### config.mk
export PLATFORM = sky130hd
export DESIGN_NAME = tiny_host
export DESIGN_NICKNAME = d
export VERILOG_FILES = /design/src/rtl/tiny_pkg.sv /design/src/rtl/tiny_host_word_shifter.sv /design/src/rtl/tiny_host.sv
export SDC_FILE = /design/constraint.sdc
export NUM_CORES = 1
export LEC_CHECK = 0
export BUFFER_PORTS_ARGS = -buffer_cell sky130_fd_sc_hd__buf_4
export CAP_MARGIN = 20
export CORE_AREA = 2 2 178 180
export CTS_CLUSTER_DIAMETER = 40
export DETAILED_ROUTE_END_ITERATION = 8
export DIE_AREA = 0 0 180 182
export PLACE_DENSITY_LB_ADDON = 0.3
export SLEW_MARGIN = 20
export SYNTH_ARGS = -nofsm -noshare
export SYNTH_HDL_FRONTEND = slang
export SYNTH_SLANG_ARGS = --single-unit
### constraint.sdc
create_clock -name clk -period 4.7 [get_ports clk]
set_input_delay 0.235 -clock clk [delete_from_list [all_inputs] [get_ports clk]]
set_output_delay 0.235 -clock clk [all_outputs]
set_load 0.03 [all_outputs]
### src/rtl/tiny_pkg.sv
// Shared constants and FSM encoding for the tiny core host port.
package tiny_pkg;

  localparam int unsigned WORD_W         = 198;
  localparam int unsigned BYTES_PER_WORD = 25;
  localparam int unsigned ADDR_W         = 6;
  localparam int unsigned SHIFT_W        = BYTES_PER_WORD * 8;

  typedef enum logic [2:0] {
    ST_IDLE,
    ST_LOAD,
    ST_WRITE,
    ST_RUN,
    ST_RADDR,
    ST_RCAP,
    ST_SEND
  } host_state_t;

endpackage

### src/rtl/tiny_host_word_shifter.sv
// 25-byte shift register: bytes enter at the bottom, leave from the top,
// with a parallel load for result words and a byte-position counter.
module word_shifter
  import tiny_pkg::*;
(
  input  logic              clk,
  input  logic              rst_n,
  input  logic              load_i,
  input  logic [WORD_W-1:0] load_data_i,
  input  logic              shift_i,
  input  logic [7:0]        byte_i,
  output logic [WORD_W-1:0] word_o,
  output logic [7:0]        top_byte_o,
  output logic              last_byte_o
);

  logic [SHIFT_W-1:0] sr_q, sr_d;
  logic [4:0]         cnt_q, cnt_d;

  assign last_byte_o = (cnt_q == 5'(BYTES_PER_WORD - 1));
  assign word_o      = sr_q[WORD_W-1:0];
  assign top_byte_o  = sr_q[SHIFT_W-1 -: 8];

  // Loaded words get two zero pad bits on top, so byte 0 goes out as {00, [197:192]}.
  always_comb begin
    sr_d  = sr_q;
    cnt_d = cnt_q;
    if (load_i) begin
      sr_d  = {{(SHIFT_W - WORD_W){1'b0}}, load_data_i};
      cnt_d = '0;
    end else if (shift_i) begin
      sr_d  = {sr_q[SHIFT_W-9:0], byte_i};
      cnt_d = last_byte_o ? '0 : cnt_q + 5'd1;
    end
  end

  always_ff @(posedge clk or negedge rst_n) begin
    if (!rst_n) begin
      sr_q  <= '0;
      cnt_q <= '0;
    end else begin
      sr_q  <= sr_d;
      cnt_q <= cnt_d;
    end
  end

endmodule

### src/rtl/tiny_host.sv
// Host driver for the tiny core: streams operand words in, runs the core,
// streams result words back out as bytes.
module tiny_host
  import tiny_pkg::*;
#(
  parameter int unsigned N_IN     = 6,
  parameter int unsigned IN_BASE  = 0,
  parameter int unsigned N_OUT    = 6,
  parameter int unsigned OUT_BASE = 0
) (
  input  logic              clk,
  input  logic              reset,
  input  logic              in_valid,
  output logic              in_ready,
  input  logic [7:0]        in_data,
  output logic              out_valid,
  input  logic              out_ready,
  output logic [7:0]        out_data,
  output logic              busy,
  output logic [31:0]       run_cycles,
  output logic              core_reset,
  output logic              core_sel,
  output logic [ADDR_W-1:0] core_addr,
  output logic              core_w,
  output logic [WORD_W-1:0] core_data,
  input  logic [WORD_W-1:0] core_out,
  input  logic              core_done
);

  if (N_IN < 1 || N_IN > 64 || IN_BASE + N_IN > 64) begin : g_bad_in
    $error("tiny_host: N_IN/IN_BASE exceed core RAM");
  end
  if (N_OUT < 1 || N_OUT > 64 || OUT_BASE + N_OUT > 64) begin : g_bad_out
    $error("tiny_host: N_OUT/OUT_BASE exceed core RAM");
  end

  localparam logic [ADDR_W-1:0] LAST_IN    = ADDR_W'(N_IN - 1);
  localparam logic [ADDR_W-1:0] LAST_OUT   = ADDR_W'(N_OUT - 1);
  localparam logic [ADDR_W-1:0] IN_BASE_A  = ADDR_W'(IN_BASE);
  localparam logic [ADDR_W-1:0] OUT_BASE_A = ADDR_W'(OUT_BASE);

  host_state_t       state_q, state_d;
  logic [ADDR_W-1:0] widx_q, widx_d;
  logic [ADDR_W-1:0] ridx_q, ridx_d;
  logic [31:0]       run_q, run_d;

  logic              sh_load, sh_shift, sh_last;
  logic [WORD_W-1:0] sh_word;
  logic [7:0]        sh_top;

  word_shifter u_shifter (
    .clk         (clk),
    .rst_n       (reset),
    .load_i      (sh_load),
    .load_data_i (core_out),
    .shift_i     (sh_shift),
    .byte_i      (in_data),
    .word_o      (sh_word),
    .top_byte_o  (sh_top),
    .last_byte_o (sh_last)
  );

  assign run_cycles = run_q;

  always_comb begin
    state_d    = state_q;
    widx_d     = widx_q;
    ridx_d     = ridx_q;
    run_d      = run_q;
    in_ready   = 1'b0;
    out_valid  = 1'b0;
    out_data   = '0;
    busy       = (state_q != ST_IDLE);
    core_reset = 1'b1;
    core_sel   = 1'b1;
    core_w     = 1'b0;
    core_addr  = '0;
    core_data  = '0;
    sh_load    = 1'b0;
    sh_shift   = 1'b0;
    unique case (state_q)
      ST_IDLE: begin
        in_ready = 1'b1;
        widx_d   = '0;
        ridx_d   = '0;
        if (in_valid) begin
          sh_shift = 1'b1;
          state_d  = ST_LOAD;
        end
      end
      ST_LOAD: begin
        in_ready = 1'b1;
        if (in_valid) begin
          sh_shift = 1'b1;
          if (sh_last) state_d = ST_WRITE;
        end
      end
      ST_WRITE: begin
        core_w    = 1'b1;
        core_addr = IN_BASE_A + widx_q;
        core_data = sh_word;
        if (widx_q == LAST_IN) begin
          state_d = ST_RUN;
          run_d   = '0;
        end else begin
          widx_d  = widx_q + ADDR_W'(1);
          state_d = ST_LOAD;
        end
      end
      ST_RUN: begin
        core_reset = 1'b0;
        core_sel   = 1'b0;
        if (run_q != '1) run_d = run_q + 32'd1;
        if (core_done) state_d = ST_RADDR;
      end
      ST_RADDR: begin
        core_reset = 1'b0;
        core_addr  = OUT_BASE_A + ridx_q;
        state_d    = ST_RCAP;
      end
      ST_RCAP: begin
        core_reset = 1'b0;
        core_addr  = OUT_BASE_A + ridx_q;
        sh_load    = 1'b1;
        state_d    = ST_SEND;
      end
      ST_SEND: begin
        core_reset = 1'b0;
        out_valid  = 1'b1;
        out_data   = sh_top;
        if (out_ready) begin
          sh_shift = 1'b1;
          if (sh_last) begin
            if (ridx_q == LAST_OUT) begin
              state_d = ST_IDLE;
            end else begin
              ridx_d  = ridx_q + ADDR_W'(1);
              state_d = ST_RADDR;
            end
          end
        end
      end
      default: state_d = ST_IDLE;
    endcase
  end

  always_ff @(posedge clk or negedge reset) begin
    if (!reset) begin
      state_q <= ST_IDLE;
      widx_q  <= '0;
      ridx_q  <= '0;
      run_q   <= '0;
    end else begin
      state_q <= state_d;
      widx_q  <= widx_d;
      ridx_q  <= ridx_d;
      run_q   <= run_d;
    end
  end

endmodule

==> impl_metrics.ini <==
[run_status]
outcome = finished, final reports clean

[setup_path]
slowest_stage = and2_4
rr_startpoint = state_q[2]
critical_path_class = reg2reg
endpoint_kind = register
cp_top_family = simple AND/OR/NAND/NOR gates
startpoint_type = register
cp_data_required_time_ns = 5.16
crit_start = state_q[2]
path_cells = nor2b_1 -> and2_4 -> buf_4 -> nand2_1 -> a31oi_1 -> dlygate4sd3_1
cp.buffers_inverters = 2
path_max_fanout = 75
cp.arrival_ns = 3.95
cpPeakStageDelay_ns = 0.87

[logic_synthesis]
synth_cell_types = 62
post_synth.cell_area_avg_um2 = 8.057
netlist_area_mm2 = 0.01345
synthTopCellsByArea = dfrtp_1, nand2_1, a31oi_1
yosysWarnings = 0
syn-instance-count = 1669
ys_seq_elements = 252
yosysTopAreaCellShare = 0.4690
synth_ff_type = dfrtp_1
syn_nets = 1887
synth_edf_count = 0
synthArstFlopShare = 1.000
yosysSeqAreaShare = 0.4690
synth_area_leader_cell = dfrtp_1

[clocking]
cts_post_setup_buffers_inserted = 0
path_clk_slew_ns = 0.05
tritoncts = built
clkSinkCount = 252
cts_buffer_depth = 3
cts_resized = 0
hold_buffers = 199
htree_levels = 2
clock_latency_ns = 0.52
clockRootBuffer = clkbuf_16
cts-buffers-inserted = 42

[finish]
area_growth_pct = 53.31
nFillCells = 2384
drive_gt1_frac = 0.2473
finalNetCount = 2474

[timing]
skew_ns = 0.01675
max_freq_ghz = 0.2862
max-slew-margin-rel = 0.3390
worst_pin_slew_ns = 0.9915
hold_violations = 0
final.setup.worst_slack_ns = 1.206
rsz0062_at_grt = false
post-route-min-period_ns = 3.494
finalCritPeriodShare = 0.7433
finalMaxSlewViolations = 0
fin_tns_setup_ns = 0
setup_viol = 0

[grt]
antenna_found_initial = 3
grt.total_usage = 0.2894
grt_pass1_wl_um = 77240
grt_start_max_net_pins = 247
grt_remaining_overflow = 0
first_global_vias = 14400

[routing]
vias_per_cell = 5.494
dr_total_vias = 14790
ant_nets = 0
dr.pass1.iters = 6
drt_iter0_markers = 1260
routed_wl_um = 49510
wire_per_inst_um = 18.38
drc = 0

[floorplan]
core-area_mm2 = 0.03099
die_area_mm2 = 0.03276
start_util = 0.4340
fp-row-count = 65
fp.dieW_um = 180
io_pins = 461
dieHeight_um = 182

[power_and_ir_drop]
p_int_mw = 7.576
p_sw_mw = 5.788
power_frac_clock = 0.254
ir_drop_uv = 497.4
powerDensity_mw_per_mm2 = 648.3
p_sw_frac = 0.4331
seqPwrFrac = 0.290
p_leak_nw = 9.764
combPwrFrac = 0.456

[run]
max_cap_violations = 0

[place]
dp_hpwl_um = 31600
gp_congestion = 0.9055
dp_slack_ns = 1.740
port_buffers = 460

[worst_hold_path]
min_from = core_out[194]
hp-class = in2reg
[stage by stage]
stage / area, µm² / hold WS (ns) / cells / power [mW] / util
after detailed placement: 17060 / 0.2949 / 2415 / 9.665 / 0.5504
final: 20610 / 0.01570 / 2693 / 13.36 / 0.6653
after CTS: 20600 / 0.001779 / 2691 / 13.32 / 0.6649
after floorplan: 13450 / -0.06059 / 1669 / 7.632 / -
after global routing: 20610 / 0.008535 / 2692 / 14.15 / 0.6652
after global placement: 17060 / 0.2876 / 2415 / 9.524 / 0.5504
[worst reg2reg max path, delay by kind of cell, from the launching register on]
family                 cells  cell delay, ns
flip-flops                 1            0.66
buffers and inverters      2            0.97
AND/OR/NAND/NOR            3            1.66
AO/OA/AOI/OAI              1            0.15
[cells by family after synthesis]
family | Yosys count | synth area share
mux | 12 | 0.008933
compound gates | 304 | 0.1470
simple gates | 936 | 0.3163
xor+xnor | 9 | 0.005862
buf+inv | 149 | 0.04643
flops | 252 | 0.4690
fa+ha+maj | 7 | 0.006513
[worst paths after layout]
path / endpoint / slack, ns / depth (start not counted)
setup / recovery: u_shifter.sr_q[2] / 1.21 / 6
hold reg to reg: u_shifter.cnt_q[4] / 0.51 / 1
setup reg to reg: u_shifter.sr_q[2] / 1.21 / 6
min in group asynchronous: run_cycles[27] / 0.31 / 2
max in group asynchronous: u_shifter.sr_q[52] / 3.08 / 3
hold / removal: u_shifter.sr_q[194] / 0.02 / 3
[Yosys cell counts (2+ instances only)]
cell type,n
a2111oi_0,2
a211oi_1,2
a21o_1,3
a21oi_1,17
a22o_1,9
a22oi_1,2
a31oi_1,214
a31oi_2,2
a41oi_1,5
a41oi_2,2
and2_1,207
and3_1,12
and4_1,6
buf_1,10
buf_2,25
buf_6,4
clkbuf_1,92
dfrtp_1,252
ha_1,7
inv_1,14
inv_2,2
mux2i_1,12
nand2_1,430
nand2b_1,3
nand3_1,22
nand4_1,11
nor2_1,218
nor3_1,6
nor4_1,3
nor4b_1,2
o21ai_0,29
o22ai_1,2
or3_1,6
xnor2_1,4
xor2_1,5
[layer usage]
metal	vias to the layer above	routed length, µm	global-route usage
met5	-	30	0
met4	4	2698	0.1444
met3	194	3782	0.06438
met2	757	23570	0.4722
met1	7034	19420	0.3635
li1	6805	-	-
[state kept, by name (all words and copies together), names as in the netlist]
| register | cells |
|---|---|
| ridx_q | 6 |
| run_cycles | 32 |
| state_q | 3 |
| u_shifter.cnt_q | 5 |
| u_shifter.sr_q | 200 |
| widx_q | 6 |
[cell type report]
type | count | area [µm²] | share of cell area
clock inverters | 26 | 417.9 | 0.02027
clock buffers | 51 | 1136 | 0.05511
well taps | 402 | 503.0 | 0.02440
repair buffers | 675 | 5635 | 0.2734
flip-flops and latches | 252 | 6306 | 0.3059
diodes | 2 | 5.005 | 0.0002428
inverters | 17 | 63.81 | 0.003095
multi-input cells | 1268 | 6548 | 0.3176
[cells in the final DEF (no fill, tap or decap), types with 4 or more instances in the layout]
cell type      count
buf_4            470
nand2_1          429
dfrtp_1          252
nor2_1           218
a31oi_1          214
and2_1           206
dlygate4sd3_1    199
clkbuf_16         43
o21ai_0           29
nand3_1           22
a21oi_1           17
inv_1             14
mux2i_1           12
and3_1            12
nand4_1           11
bufinv_16         10
a22o_1             9
ha_1               7
and4_1             6
nor3_1             6
or3_1              6
clkinv_2           6
xor2_1             5
a41oi_1            5
clkinv_4           5
clkbuf_1           5
buf_12             5
xnor2_1            4
[power by group through the flow]
stage                     clock network, mW  logic [mW]  registers, mW
after floorplan                           0        4.13           3.50
after global placement                    0        5.69           3.83
after detailed placement                  0        5.82           3.85
after CTS                              3.44        6.04           3.83
after global routing                   3.54        6.64           3.97
final                                  3.40        6.09           3.88
Note: power is estimated with default switching activity, not from simulation.
